## src/rtl/race_lights_pkg.sv

```systemverilog
// rtl/race_lights_pkg.sv - shared light patterns, judge state encoding and defaults
package race_lights_pkg;

  // Light patterns, bit order {R,Y,G}; shared with the lights controller
  localparam logic [2:0] LIGHTS_OFF = 3'b000;
  localparam logic [2:0] LIGHTS_RED = 3'b100;
  localparam logic [2:0] LIGHTS_YEL = 3'b010;
  localparam logic [2:0] LIGHTS_GRN = 3'b001;

  typedef enum logic [2:0] {
    IDLE   = 3'd0,
    ARMED  = 3'd1,
    STAGED = 3'd2,
    TIMING = 3'd3,
    DONE   = 3'd4,
    JUMP   = 3'd5,
    TOUT   = 3'd6,
    ERROR  = 3'd7
  } judge_state_t;

  localparam int DEF_CNT_W   = 8;
  localparam int DEF_TIMEOUT = 200;

  // More than one lamp lit at once is never a legal controller output
  function automatic logic is_bad(input logic [2:0] lights);
    return (lights & (lights - 3'd1)) != 3'd0;
  endfunction

endpackage

```

## src/rtl/race_start_judge_if.sv

```systemverilog
// rtl/race_start_judge_if.sv - lights/driver inputs and judge result outputs
interface race_start_judge_if
  import race_lights_pkg::*;
#(
  parameter int CNT_W = DEF_CNT_W
);
  logic             R;
  logic             Y;
  logic             G;
  logic             Go;
  logic             Armed;
  logic             FalseStart;
  logic             Valid;
  logic [CNT_W-1:0] ReactTime;
  logic             TimedOut;
  logic             Fault;
  logic [2:0]       State;

  modport master (
    output R, Y, G, Go,
    input  Armed, FalseStart, Valid, ReactTime, TimedOut, Fault, State
  );

  modport slave (
    input  R, Y, G, Go,
    output Armed, FalseStart, Valid, ReactTime, TimedOut, Fault, State
  );
endinterface

```

## src/rtl/reaction_counter.sv

```systemverilog
// rtl/reaction_counter.sv - reaction-time counter with clear, enable and terminal flag
module reaction_counter #(
  parameter int CNT_W = 8,
  parameter int TC    = 199
) (
  input  logic             clk,
  input  logic             rst,
  input  logic             clr,
  input  logic             en,
  output logic [CNT_W-1:0] cnt,
  output logic             tc
);

  assign tc = (cnt == CNT_W'(TC));

  // Count enabled cycles; clear wins, and the count stops at the terminal value
  always_ff @(posedge clk or posedge rst) begin
    if (rst) begin
      cnt <= '0;
    end else if (clr) begin
      cnt <= '0;
    end else if (en && !tc) begin
      cnt <= cnt + CNT_W'(1);
    end
  end

endmodule

```

## src/rtl/race_start_judge.sv

```systemverilog
// rtl/race_start_judge.sv - judges light sequence legality, jump starts and reaction time
module race_start_judge
  import race_lights_pkg::*;
#(
  parameter int CNT_W   = DEF_CNT_W,
  parameter int TIMEOUT = DEF_TIMEOUT
) (
  input logic               Clk,
  input logic               Reset,
  race_start_judge_if.slave bus
);

  logic [2:0]       lights;
  judge_state_t     state;
  judge_state_t     nxt;
  logic [CNT_W-1:0] react;
  logic [CNT_W-1:0] react_nxt;
  logic [CNT_W-1:0] cnt;
  logic             tc;
  logic             cnt_clr;
  logic             cnt_en;

  assign lights        = {bus.R, bus.Y, bus.G};
  assign bus.State     = state;
  assign bus.ReactTime = react;

  // Next state and result; a multi-lamp pattern overrides everything else
  always_comb begin
    nxt       = state;
    react_nxt = react;
    if (state != ERROR && is_bad(lights)) begin
      nxt = ERROR;
    end else begin
      case (state)
        IDLE: begin
          if (lights == LIGHTS_RED)      nxt = ARMED;
          else if (lights != LIGHTS_OFF) nxt = ERROR;
        end
        ARMED: begin
          if (bus.Go)                    nxt = JUMP;
          else if (lights == LIGHTS_YEL) nxt = STAGED;
          else if (lights == LIGHTS_GRN) nxt = ERROR;
          else if (lights == LIGHTS_OFF) nxt = IDLE;
        end
        STAGED: begin
          // Go sampled together with the first green still counts as a jump
          if (bus.Go)                    nxt = JUMP;
          else if (lights == LIGHTS_GRN) nxt = TIMING;
          else if (lights == LIGHTS_RED) nxt = ERROR;
          else if (lights == LIGHTS_OFF) nxt = IDLE;
        end
        TIMING: begin
          if (lights == LIGHTS_OFF) begin
            nxt = IDLE;
          end else if (lights != LIGHTS_GRN) begin
            nxt = ERROR;
          end else if (bus.Go) begin
            nxt       = DONE;
            react_nxt = cnt;
          end else if (tc) begin
            nxt       = TOUT;
            react_nxt = CNT_W'(TIMEOUT);
          end
        end
        default: begin
          if (lights == LIGHTS_OFF) nxt = IDLE;
        end
      endcase
    end
    if (nxt == IDLE) react_nxt = '0;
  end

  // Counter restarts on entry to TIMING or IDLE and runs while TIMING continues
  always_comb begin
    cnt_clr = (nxt == IDLE) || (state != TIMING && nxt == TIMING);
    cnt_en  = (state == TIMING) && (nxt == TIMING);
  end

  reaction_counter #(
    .CNT_W (CNT_W),
    .TC    (TIMEOUT - 1)
  ) u_cnt (
    .clk (Clk),
    .rst (Reset),
    .clr (cnt_clr),
    .en  (cnt_en),
    .cnt (cnt),
    .tc  (tc)
  );

  // State register with output flags decoded from the next state
  always_ff @(posedge Clk or posedge Reset) begin
    if (Reset) begin
      state          <= IDLE;
      react          <= '0;
      bus.Armed      <= 1'b0;
      bus.FalseStart <= 1'b0;
      bus.Valid      <= 1'b0;
      bus.TimedOut   <= 1'b0;
      bus.Fault      <= 1'b0;
    end else begin
      state          <= nxt;
      react          <= react_nxt;
      bus.Armed      <= (nxt == ARMED) || (nxt == STAGED);
      bus.FalseStart <= (nxt == JUMP);
      bus.Valid      <= (nxt == DONE);
      bus.TimedOut   <= (nxt == TOUT);
      bus.Fault      <= (nxt == ERROR);
    end
  end

endmodule

```

## src/flat_wrapper.sv

```systemverilog
// flat-port wrapper written by rule: the top's interface ports become plain ports
module race_start_judge_flat import race_lights_pkg::*;
#(
  parameter int CNT_W   = DEF_CNT_W,
  parameter int TIMEOUT = DEF_TIMEOUT
)
  (Clk, Reset, bus_R, bus_Y, bus_G, bus_Go, bus_Armed, bus_FalseStart, bus_Valid, bus_ReactTime, bus_TimedOut, bus_Fault, bus_State);
  race_start_judge_if #(.CNT_W(CNT_W)) bus_i ();
  input logic Clk;
  input logic Reset;
  input wire logic [$bits(bus_i.R)-1:0] bus_R;
  input wire logic [$bits(bus_i.Y)-1:0] bus_Y;
  input wire logic [$bits(bus_i.G)-1:0] bus_G;
  input wire logic [$bits(bus_i.Go)-1:0] bus_Go;
  output wire logic [$bits(bus_i.Armed)-1:0] bus_Armed;
  output wire logic [$bits(bus_i.FalseStart)-1:0] bus_FalseStart;
  output wire logic [$bits(bus_i.Valid)-1:0] bus_Valid;
  output wire logic [$bits(bus_i.ReactTime)-1:0] bus_ReactTime;
  output wire logic [$bits(bus_i.TimedOut)-1:0] bus_TimedOut;
  output wire logic [$bits(bus_i.Fault)-1:0] bus_Fault;
  output wire logic [$bits(bus_i.State)-1:0] bus_State;
  assign bus_i.R = bus_R;
  assign bus_i.Y = bus_Y;
  assign bus_i.G = bus_G;
  assign bus_i.Go = bus_Go;
  assign bus_Armed = bus_i.Armed;
  assign bus_FalseStart = bus_i.FalseStart;
  assign bus_Valid = bus_i.Valid;
  assign bus_ReactTime = bus_i.ReactTime;
  assign bus_TimedOut = bus_i.TimedOut;
  assign bus_Fault = bus_i.Fault;
  assign bus_State = bus_i.State;
  race_start_judge #(.CNT_W(CNT_W), .TIMEOUT(TIMEOUT)) u_core (.Clk(Clk), .Reset(Reset), .bus(bus_i));
endmodule
```

## config.mk

```make
export PLATFORM = sky130hd
export DESIGN_NAME = race_start_judge_flat
export DESIGN_NICKNAME = d
export VERILOG_FILES = /design/src/rtl/race_lights_pkg.sv /design/src/rtl/race_start_judge_if.sv /design/src/rtl/reaction_counter.sv /design/src/rtl/race_start_judge.sv /design/src/flat_wrapper.sv
export SDC_FILE = /design/constraint.sdc
export NUM_CORES = 1
export LEC_CHECK = 0
export BUFFER_PORTS_ARGS = -buffer_cell sky130_fd_sc_hd__buf_2
export CORE_MARGIN = 5
export CORE_UTILIZATION = 30
export DETAILED_ROUTE_END_ITERATION = 16
export PLACE_DENSITY = 0.53
export RECOVER_POWER = 100
export SYNTH_ARGS = -nofsm -noshare
export SYNTH_HDL_FRONTEND = slang
export SYNTH_SLANG_ARGS = --single-unit
```

## constraint.sdc

```tcl
create_clock -name Clk -period 3.1 [get_ports Clk]
set_input_delay 0.155 -clock Clk [delete_from_list [all_inputs] [get_ports Clk]]
set_output_delay 0.155 -clock Clk [all_outputs]
set_load 0.03 [all_outputs]
```

==> metrics.txt <==
endpoints failing hold=0; Final ANT Viol Nets=0; IR drop worst, VDD=0.1845 mV; Worst-Margin Slew=0.8991 ns; relative slew slack=40.00%; placed insts=224; antenna violations before repair=0; GP Congestion=roughly 0.75; Max Fclk=between 0.3 and 0.4 GHz; EDFF count, synth=0; cells after synthesis=162; max cap viols=0; first-pass GRT wire length=5513 um; CTS Buf Count=3; CTS resizes=0; Crit Path Max Fanout=20; Max Root-Sink Buffers=2; post-synthesis net count=169; post-DP HPWL=around 2300 um; fin crit share=82.25%; most common flop cell mapped by yosys=dfrtp_1; DR iter-0 viols=49; Clock Sinks=24; Sw Ratio=40.65%; #FFs+latches synth=24; CTS clk-pin slew, worst paths=0.09 ns; fin crit period=about 2.5 ns; row cnt=25; CTS H-tree lvls=1; sequential share of the synthesized area=41.96%; Synth top area share=41.96%; setup slack at placement=just over 0.6 ns; final worst slack=0.5503 ns; fin nets=182; CTS Root Cell=clkbuf_8; most frequent cells in the layout=dfrtp_1 (24), nor2_1 (17), clkbuf_1 (17), nand2_1 (16), inv_1 (8); Req. time, crit path=3.26 ns; synth top area cells=dfrtp_1 (42%), nor2_1 (4.5%), nand2_1 (4.2%); Seq. cell area=600.6 um2; Area Growth Syn to Fin=10.05%; Vias=1220; Crit. End Element=register; # setup viols final=0; pin count of the biggest net entering global routing=25; hold buffer count at cts=0; Fillers=498; status=complete, no violations; Synth Warn #=0; cell leakage power=between 0.6 and 0.7 nW; final slew viol count=0; routed vias/inst=5.351; n_diodes=0; clock share of power=25.1%; # IOs=22; Core Box Area=4692 um2; Total Wirelength=~3200 um; worst-skew pair later-pin latency=0.27 ns; skew final=0.01114 ns; Cell Pwr Density=approximately 700 nW/um2; die area=~6300 um2; synthesized area=1431 um2; setup tns final=0 ns; CP startpoint kind=register; Netlist cell types=48; total track usage=10.90%; asr flop ratio synth=100.0%; Starting Density=approximately 30%; Logic pwr share=between 30% and 40%; Reg power frac=between 40% and 50%; Power, Total=1.105 mW; area of the multi-input gates=slightly above 700 um2; post-route core utilization=~34%; Internal Power=0.6560 mW; syn_area_per_cell=a little under 9 um2; Psw=0.4494 mW; most common cell after layout, fill and taps aside=dfrtp_1; CTS tree=yes; Layout Cells excl Fill=228; vias in the first global route=1097; drt drc=0; Port-buffer cells=21; layout cell share with drive strength beyond 1=7.471%; Hold WC Path Type=in2async; Post CTS Setup Buffer Count=0; grt total ovfl=0; CP arrival=~2.7 ns; Pre-antenna DRT Iters=4; Die Span Y=79.08 um; area leader, netlist=dfrtp_1; DIE WIDTH=79.08 um; wire length per cell=14.09 um; Crit Path Category=reg2reg; RSZ-0062 raised after global routing=no
-- path summary, 6_finish.rpt --
check	cells past startpoint	end	start	slack (ns)
max reg2reg	7	u_core.u_cnt.cnt[0]	u_core.u_cnt.cnt[3]	0.55
min	2	u_core.u_cnt.cnt[1]	Reset	0.06
min in group Clk	2	u_core.bus.ReactTime[3]	bus_Go	0.31
max in group asynchronous	2	u_core.bus.FalseStart	Reset	2.48
max	7	u_core.u_cnt.cnt[0]	u_core.u_cnt.cnt[3]	0.55
min reg2reg	2	u_core.bus.ReactTime[6]	u_core.bus.ReactTime[6]	0.57
-- layer usage --
layer	global-route usage (%)	routed length, um	up-vias	part of all wire (%)
met4	3.608	36	0	1.1
li1	-	-	613	-
met3	1.474	101	4	3.1
met2	16.33	1435	17	45
met5	0	0	-	0
met1	16.08	1640	586	51
-- power groups by stage --
stage	clock network, mW	logic [mW]	registers (mW)
floorplan	0	0.256	0.514
global placement	0	0.402	0.453
detailed placement	0	0.401	0.452
CTS	0.281	0.403	0.446
global route	0.296	0.428	0.461
finish	0.278	0.380	0.448
-- stage by stage --
stage,area (um2),hold slack (ns)
detailed placement,1531,0.4013
global placement,1531,0.4099
finish,1575,0.06011
floorplan,1431,0.1696
CTS,1603,0.1122
global route,1575,0.1797
-- registers in the layout, indices dropped and copies added (netlist names) --
signal	cells
u_core.bus.ReactTime	8
u_core.bus.State	3
u_core.bus.FalseStart	1
u_core.bus.Armed	1
u_core.bus.Valid	1
u_core.u_cnt.cnt	8
u_core.bus.Fault	1
u_core.bus.TimedOut	1
-- critical path, stage by stage, from the launching register on --
cell	delay, ns
dfrtp_1	0.46
nor4b_1	0.41
a21o_1	0.22
o22ai_1	0.11
o22ai_1	0.17
clkbuf_1	0.60
nor2_1	0.14
mux2_1	0.32
-- area by class of cell --
| cell class | count | share of cell area [%] |
|---|---|---|
| tap | 54 | 4.289 |
| inverter | 8 | 1.906 |
| timing repair buffer | 22 | 5.639 |
| multi-input combinational | 116 | 45.51 |
| sequential | 24 | 38.13 |
| clock inverter | 1 | 1.906 |
| clock buffer | 3 | 2.621 |
-- cell usage after synthesis (2+ instances only) --
cell / number
a211o_1: 2
nor2_1: 17
nor3b_1: 2
nand3_1: 4
a21o_1: 2
clkbuf_1: 6
nand2b_1: 2
dfrtp_1: 24
buf_6: 2
nor2b_1: 7
nand4_1: 2
buf_2: 4
o22ai_1: 2
o21ai_0: 6
a31oi_1: 7
nand3b_1: 2
and3_1: 4
buf_4: 2
or4_1: 4
or3_1: 4
o21ai_1: 2
o211ai_1: 4
a21oi_1: 3
a311oi_1: 2
inv_1: 8
nand2_1: 16
-- cell families after synthesis --
| logic type | count (synthesis) | synth area share [%] |
|---|---|---|
| compound gates | 42 | 21.15 |
| fa+ha+maj | 2 | 1.573 |
| buf+inv | 22 | 7.692 |
| flops | 24 | 41.96 |
| mux | 1 | 1.049 |
| simple gates | 71 | 26.57 |
No activity file was read; power rests on OpenSTA's default activity.
